==> config.mk <==
export PLATFORM = sky130hd
export DESIGN_NAME = mpu_window_builder
export DESIGN_NICKNAME = d
export VERILOG_FILES = /design/src/rtl/mpu_window_builder.sv
export SDC_FILE = /design/constraint.sdc
export NUM_CORES = 2
export LEC_CHECK = 0
export ABC_CLOCK_PERIOD_IN_PS = 10630
export BUFFER_PORTS_ARGS = -buffer_cell sky130_fd_sc_hd__buf_2
export CORE_AREA = 2 2 394 396
export CTS_CLUSTER_SIZE = 14
export DETAILED_ROUTE_END_ITERATION = 6
export DIE_AREA = 0 0 396 398
export PLACE_DENSITY = 0.53
export SLEW_MARGIN = 15
export SYNTH_ARGS = -nofsm -noshare
export SYNTH_HDL_FRONTEND = slang
export SYNTH_SLANG_ARGS = --single-unit
==> constraint.sdc <==
create_clock -name clk -period 10.63 [get_ports clk]
set_clock_uncertainty 0.15 [all_clocks]
set_input_delay 2.126 -clock clk [delete_from_list [all_inputs] [get_ports clk]]
set_output_delay 2.126 -clock clk [all_outputs]
set_load 0.02 [all_outputs]
==> src/rtl/mpu_window_builder.sv <==
// Packs N_SAMPLES signed samples into one flat window and flags movement when the peak-to-peak spread exceeds MOV_THRESH.
// One sample per cycle while filling; window_valid rises one cycle after the last accept and holds until window_ready.
module mpu_window_builder #(
  parameter int N_SAMPLES  = 30,
  parameter int SAMPLE_W   = 32,
  parameter int MOV_THRESH = 2000
) (
  input  logic                          clk,
  input  logic                          reset,
  input  logic                          clear,
  input  logic                          sample_valid,
  input  logic signed [SAMPLE_W-1:0]    sample_data,
  output logic                          sample_ready,
  output logic [N_SAMPLES*SAMPLE_W-1:0] mpu,
  output logic                          mov,
  output logic                          window_valid,
  input  logic                          window_ready,
  output logic [4:0]                    fill_level,
  output logic                          overrun
);

  localparam logic [1:0] S_IDLE = 2'd0;
  localparam logic [1:0] S_FILL = 2'd1;
  localparam logic [1:0] S_HOLD = 2'd2;

  localparam logic [4:0]              LAST   = 5'(N_SAMPLES - 1);
  localparam logic signed [SAMPLE_W:0] THRESH = (SAMPLE_W + 1)'(MOV_THRESH);

  logic [1:0]                 state;
  logic signed [SAMPLE_W-1:0] trk_min;
  logic signed [SAMPLE_W-1:0] trk_max;
  logic signed [SAMPLE_W-1:0] nxt_min;
  logic signed [SAMPLE_W-1:0] nxt_max;
  logic signed [SAMPLE_W:0]   spread;
  logic                       accept;

  assign accept = sample_valid & sample_ready;

  // Spread is taken one bit wider than a sample so full-scale extremes cannot wrap.
  always_comb begin
    nxt_min = trk_min;
    nxt_max = trk_max;
    if (fill_level == 5'd0) begin
      nxt_min = sample_data;
      nxt_max = sample_data;
    end else begin
      if (sample_data < trk_min) nxt_min = sample_data;
      if (sample_data > trk_max) nxt_max = sample_data;
    end
    spread = {nxt_max[SAMPLE_W-1], nxt_max} - {nxt_min[SAMPLE_W-1], nxt_min};
  end

  always_ff @(posedge clk or negedge reset) begin
    if (!reset) begin
      state        <= S_IDLE;
      sample_ready <= 1'b0;
      window_valid <= 1'b0;
      mov          <= 1'b0;
      overrun      <= 1'b0;
      fill_level   <= 5'd0;
      mpu          <= '0;
      trk_min      <= '0;
      trk_max      <= '0;
    end else if (clear && state != S_IDLE) begin
      // A sample handshaking alongside clear is dropped, and clear beats window_ready.
      state        <= S_FILL;
      sample_ready <= 1'b1;
      window_valid <= 1'b0;
      mov          <= 1'b0;
      overrun      <= 1'b0;
      fill_level   <= 5'd0;
    end else begin
      case (state)
        S_IDLE: begin
          state        <= S_FILL;
          sample_ready <= 1'b1;
        end
        S_FILL: begin
          if (accept) begin
            for (int i = 0; i < N_SAMPLES; i++) begin
              if (fill_level == 5'(i)) mpu[i*SAMPLE_W +: SAMPLE_W] <= sample_data;
            end
            trk_min    <= nxt_min;
            trk_max    <= nxt_max;
            fill_level <= fill_level + 5'd1;
            if (fill_level == LAST) begin
              state        <= S_HOLD;
              sample_ready <= 1'b0;
              window_valid <= 1'b1;
              mov          <= (spread > THRESH);
            end
          end
        end
        S_HOLD: begin
          if (sample_valid) overrun <= 1'b1;
          if (window_ready) begin
            state        <= S_FILL;
            sample_ready <= 1'b1;
            window_valid <= 1'b0;
            fill_level   <= 5'd0;
          end
        end
        default: begin
          state        <= S_IDLE;
          sample_ready <= 1'b0;
        end
      endcase
    end
  end

endmodule

After elaboration in Yosys (flattened, before gate mapping):

Index checks and enable logic that the tools add are counted.

* bits of input ports: 37
* logic and storage cells: 155
* bits in registers: 1035

* $add $sub $neg: 2
* bitwise logic cells: 2
* magnitude comparators: 3
* multiplexer cells: 30
* reduce and logical (&&, ||, !) cells: 46
* equal/unequal tests: 34

Operators by type and width (count)
* 32-bit 2-to-1 mux: 4
* 4-bit AND reduction: 31
* 5-bit == test, second input constant: 14
* 5-bit by 4-bit == test with 1-bit output, second input constant: 8
* 33-bit by 12-bit > comparator with 1-bit output, second input constant: 1
* 32-bit by 32-bit subtractor with 33-bit output: 1
* 32-bit > comparator: 1
* 32-bit < comparator: 1
* 5-bit by 3-bit == test with 1-bit output, second input constant: 4
* 1-bit 2-to-1 mux: 15
* 5-bit 2-to-1 mux: 3
* 3-bit AND reduction: 4
* 2-bit nonzero test: 6
* 5-bit by 2-bit == test with 1-bit output, second input constant: 2
* 5-bit case mux with 2 select lines: 1
* 3-bit != test, second input constant: 3
* 2-bit 2-to-1 mux: 4
* 2-bit case mux with 3 select lines: 1
* 5-bit by 1-bit adder with 5-bit output, second input constant: 1
* 5-bit by 1-bit == test with 1-bit output, second input constant: 1
* 5-bit logical NOT: 1
* 1-bit case mux with 3 select lines: 1
* 3-bit nonzero test: 1
* 2-bit by 1-bit == test with 1-bit output, second input constant: 1
* 7 further kinds: 7

Logic depth before layout (Yosys ltp):

* depth in word-level cells: 9
* mapped depth: 29
* depth with buffers taken out: 27

Least setup slack after synthesis:

Ideal clock, no wire load.

* kind: input to register
* start point: input sample_data[30]
* end point: register mov
* library setup time: 146 ps
* required time: 10334 ps
* stages on the path: 27
* path slack: 2788 ps
* arrival: 7546 ps
* cell sequence: ha_1 a21oi_1 nand2_1 a221oi_1 nand2_1 or3_1 a21oi_1 clkbuf_1 nand2_1 o21ai_0 ha_1 inv_1 fa_1 nand2_1 nand2_1 a21oi_1 o21ai_0 a21oi_1 o21ai_0 a21o_1 a21boi_1 o21ai_0 a211oi_1 o311a_1 nand3_1 a2111oi_1 a41oi_1

* cells in the longest elaborated chain, start to end: 9

Ends and longest elaborated chain
* start: declaration: line 12 `input logic signed [SAMPLE_W-1:0] sample_data,`
* 32-bit < comparator: line 47 `if (sample_data < trk_min) nxt_min = sample_data;`
* 32-bit 2-to-1 mux: line 47
* 32-bit 2-to-1 mux: line 43 `if (fill_level == 5'd0) begin`
* named net nxt_min[0]: line 32 `logic signed [SAMPLE_W-1:0] nxt_min;`
* 32-bit by 32-bit subtractor with 33-bit output: line 50 `spread = {nxt_max[SAMPLE_W-1], nxt_max} - {nxt_min[SAMPLE_W-1], nxt_min};`
* 33-bit by 12-bit > comparator with 1-bit output: line 90 `mov <= (spread > THRESH);`
* 1-bit 2-to-1 mux: line 86 `if (fill_level == LAST) begin`
* 1-bit 2-to-1 mux: line 79 `if (accept) begin`
* 1-bit 2-to-1 mux: line 73 `case (state)`
* 1-bit 2-to-1 mux: line 64 `end else if (clear && state != S_IDLE) begin`
* end signal: assignment: line 90
* end: declaration: line 15 `output logic mov,`

The timed path passes the listed nets, and every way through them passes these cells. The select of a mux whose other input is x is not followed.
A chain may end at the register's enable or synchronous reset.

Worst setup path after layout:

* start point: input sample_data[16]
* end point: register mov

* cells in the longest elaborated chain, start to end: 9

Ends and longest elaborated chain (line)
* 32-bit > comparator / 32-bit < comparator (equally long branches): 48, 47
* 32-bit 2-to-1 mux (on tied branches): 48, 47
* 32-bit 2-to-1 mux: 43
* 32-bit by 32-bit subtractor with 33-bit output *: 50
* 33-bit by 12-bit > comparator with 1-bit output *: 90
* 1-bit 2-to-1 mux *: 86
* 1-bit 2-to-1 mux *: 79
* 1-bit 2-to-1 mux *: 73
* 1-bit 2-to-1 mux *: 64

Mark *: on every way between the ends. The rest lies on a longest branch, timed or not. The select of a mux whose other input is x is not followed.

==> flow_summary.yaml <==
floorplan:
  dieWidth_um: 396
  rows: 144
  dieArea_mm2: 0.158
  core-area_mm2: 0.153
  die_y_um: 398
  floorplan.initialDensity: 0.281
  design.portCount: 1006
hold_path:
  classification_of_the_worst_slack_hold_path: "flip-flop to flip-flop"
  timing.hold.worst.start: "mpu[224]"
  worst_hold_path_depth: 2
  holdPathEnd: "mpu[224]"
clocking:
  cts.clk_slew.worst_paths_ns: 0.06
  cts-htree-levels: 3
  number_of_post_cts_setup_repair_buffers: 0
  clock-sinks: 1034
  cts_hold_buffers: 0
  cts-buffers-inserted: 115
  tritoncts_clock_tree: "built"
  clock_latency_ns: 0.78
  postCtsResizedCells: 0
  cts_root_buf: "clkbuf_16"
  maximum_count_of_clock_buffers_along_a_single_path: 3
drt:
  dr.pass1.iters: 5
  drt-wirelength-per-cell_um: 25.8
  drcViolationCount: 0
  drtIter0Drc: 1289
  final_antenna_net_count: 0
  routed_wirelength_um: 161000
  vias: 29167
  detail_route.vias_per_cell: 4.68
final_layout:
  number_of_fill_cells_in_the_layout: 15128
  layout-drive-gt1-share: 0.541
  final_cells: 6226
  layout.cells.most_common_list: "dfrtp_1, buf_2, mux2_2"
  most_common_library_cell_in_the_layout_ignoring_fill_and_taps: "dfrtp_1"
  nets: 4218
  layout-area-overhead-vs-synth_pct: 26.7
critical_path:
  timing.critical_path.max_delay_family: "compound AO/OA/AOI/OAI gates"
  arrival_ns: 9.18
  timing.critical_path.buf_inv: 2
  r2r.worst_path.cells: 24
  reg2reg_slack_ns: 3.29
  worst_setup_path_end_kind: "flip-flop"
  critical_path.max_fanout: 34
  cp_slowest_stage_delay_ns: 0.51
  critical_path.cell_chain: "buf_2, ha_1, a21oi_1, o21ai_0, a221oi_1, nand2_1, or3_1, a21oi_4, buf_4, mux2i_1, ha_1, and2_0, nand3_1, o311ai_0, a2111oi_0, o41ai_1, a2111oi_0, nand4_1, nor4_1, nand4b_1, nor4_1, nand4_1, a2111oi_1, a41oi_1"
  critPathRequiredTime_ns: 11.08
  critical_path.startpoint_type: "input port"
  beginning_of_the_worst_register_to_register_path: "trk_min[17]"
  reg2reg_to: "mov"
  worst-setup-path-type: "input port to flip-flop"
  cp_slowest_cell: "a221oi_1"
timing:
  hold_viol: 0
  relSlewSlack: 0.243
  period_minus_slack_ns: 8.73
  period_share: 0.821
  tightestPinTransition_ns: 1.13
  fmax_ghz: 0.115
  tns_ns: 0
  final-setup-viol-count: 0
  rsz0062_at_grt: "false"
  pins_over_slew_limit: 0
synthesis:
  synthTopCellsByArea: "dfrtp_1, mux2_2, ha_1, clkbuf_1, o21ai_0"
  synth_top_area_share: 0.602
  yosysWarningCount: 0
  yosysSeqAreaShare: 0.602
  synthCells: 3117
  async_s_r_ff_share_synth: 1.00
  synth.ff_latch_count: 1034
  synth_top_cell_by_area: "dfrtp_1"
  synth_enable_flop_cells: 0
  syn_area_mm2: 0.0430
  synth_top_flop_cell: "dfrtp_1"
  syn-num-nets: 3253
  syn_avg_cell_area_um2: 13.8
  synth.lib_cells_used.distinct: 69
job:
  max-cap-violations: 0
placed_design:
  placer_congestion: 0.869
  post-place-cells: 6008
  post-dp-hpwl_um: 111000
  portBuffers: 1005
global_routing:
  groute.usage.overall: 0.198
  largest_net_degree_at_the_start_of_global_routing: 193
  vias_in_the_first_global_route: 29813
  grt_antenna_before_repair: 24
  first_pass_grt_wire_length_um: 225000
  grt_overflow: 0
power_and_ir_drop:
  vdd_ir_drop_max_mv: 0.130
  power.density_mw_per_mm2: 188
  cellLeakagePower_nw: 29.2
status:
  outcome: "finished, final reports clean"
[routing by layer]
metal	vias to the layer above	track usage	part of all wire
li1	12901	-	-
met1	15131	0.230	0.39
met2	872	0.344	0.51
met3	259	0.0482	0.060
met4	4	0.0906	0.044
met5	-	0	0.00012
[kinds of logic (layout without fill, tap and decap cells)]
group,Yosys count,count (layout),share of synthesized area
mux,988,988,0.258
simple gates,370,370,0.0397
fa+ha+maj,99,99,0.0290
other cells,0,5,0
flops,1034,1034,0.602
compound gates,293,293,0.0410
buf+inv,317,1377,0.0279
xor+xnor,16,16,0.00326
[final cells by class]
type | instances | area [um2] | share of cell area
inverter | 83 | 312 | 0.00572
timing repair buffer | 1082 | 5710 | 0.105
tap | 2044 | 2560 | 0.0469
multi-input combinational | 1766 | 16100 | 0.296
clock buffer | 169 | 3320 | 0.0609
antenna | 5 | 12.5 | 0.000230
sequential | 1034 | 25900 | 0.475
clock inverter | 43 | 563 | 0.0103
[through the flow]
stage               hold WS, ns  instance area, um2  power [mW]  setup WS, ns   util
floorplan                 0.319               43000        5.52          2.79      -
global placement          0.310               50600        6.24          1.41  0.330
detailed placement        0.316               50600        6.25          1.26  0.330
CTS                       0.329               54500        10.4          2.06  0.355
global route              0.356               54500        10.7          1.40  0.355
finish                    0.326               54500        10.2          1.90  0.355
[report_power, final]
group	internal (mW)	switching, mW	total (mW)
Sequential	4.20	0.136	4.33
Combinational	0.639	1.20	1.84
Clock	2.31	1.76	4.06
Total	7.14	3.09	10.2
[registers in the layout (all words and copies together), names as in the netlist]
| register | flops |
|---|---|
| state | 2 |
| mpu | 960 |
| overrun | 1 |
| mov | 1 |
| fill_level | 5 |
| trk_max | 32 |
| trk_min | 32 |
| window_valid | 1 |
[worst max-delay path by stage]
| stage | endpoint | slack, ns | startpoint | depth (start not counted) |
|---|---|---|---|---|
| finish | mov | 1.90 | sample_data[16] | 24 |
| detailed placement | mov | 1.26 | sample_data[16] | 24 |
| global placement | mov | 1.41 | sample_data[16] | 24 |
| global route | mov | 1.40 | sample_data[0] | 25 |
| floorplan | mov | 2.79 | sample_data[30] | 27 |
| CTS | mov | 2.06 | sample_data[16] | 24 |
[cells in the mapped netlist, drive strengths merged (4+ instances only)]
cell type	count
ha	98
nor2	66
buf	27
dfrtp	1034
xor2	6
nand2b	10
nand4	25
and3	8
o21ai	137
a2bb2oi	4
mux2	954
inv	83
and2	5
nor3	13
nand3	26
a21o	16
a21oi	61
a211oi	7
a31oi	5
a2111oi	5
nand2	174
a21boi	4
or3	7
mux2i	34
o22ai	7
o21bai	6
o211ai	8
clkbuf	207
nor3b	6
o21a	7
nor2b	13
xnor2	10
nor4	6
[worst reg2reg max path: cells and delay by family (launching register included)]
| family | cells | cell delay (ns) |
|---|---|---|
| AO/OA/AOI/OAI | 10 | 2.88 |
| adder cells (fa/ha/maj) | 2 | 0.67 |
| buffers and inverters | 2 | 0.55 |
| flip-flops | 1 | 0.38 |
| multiplexers | 1 | 0.31 |
| AND/OR/NAND/NOR | 9 | 2.28 |
(Power assumes the default switching activity.)
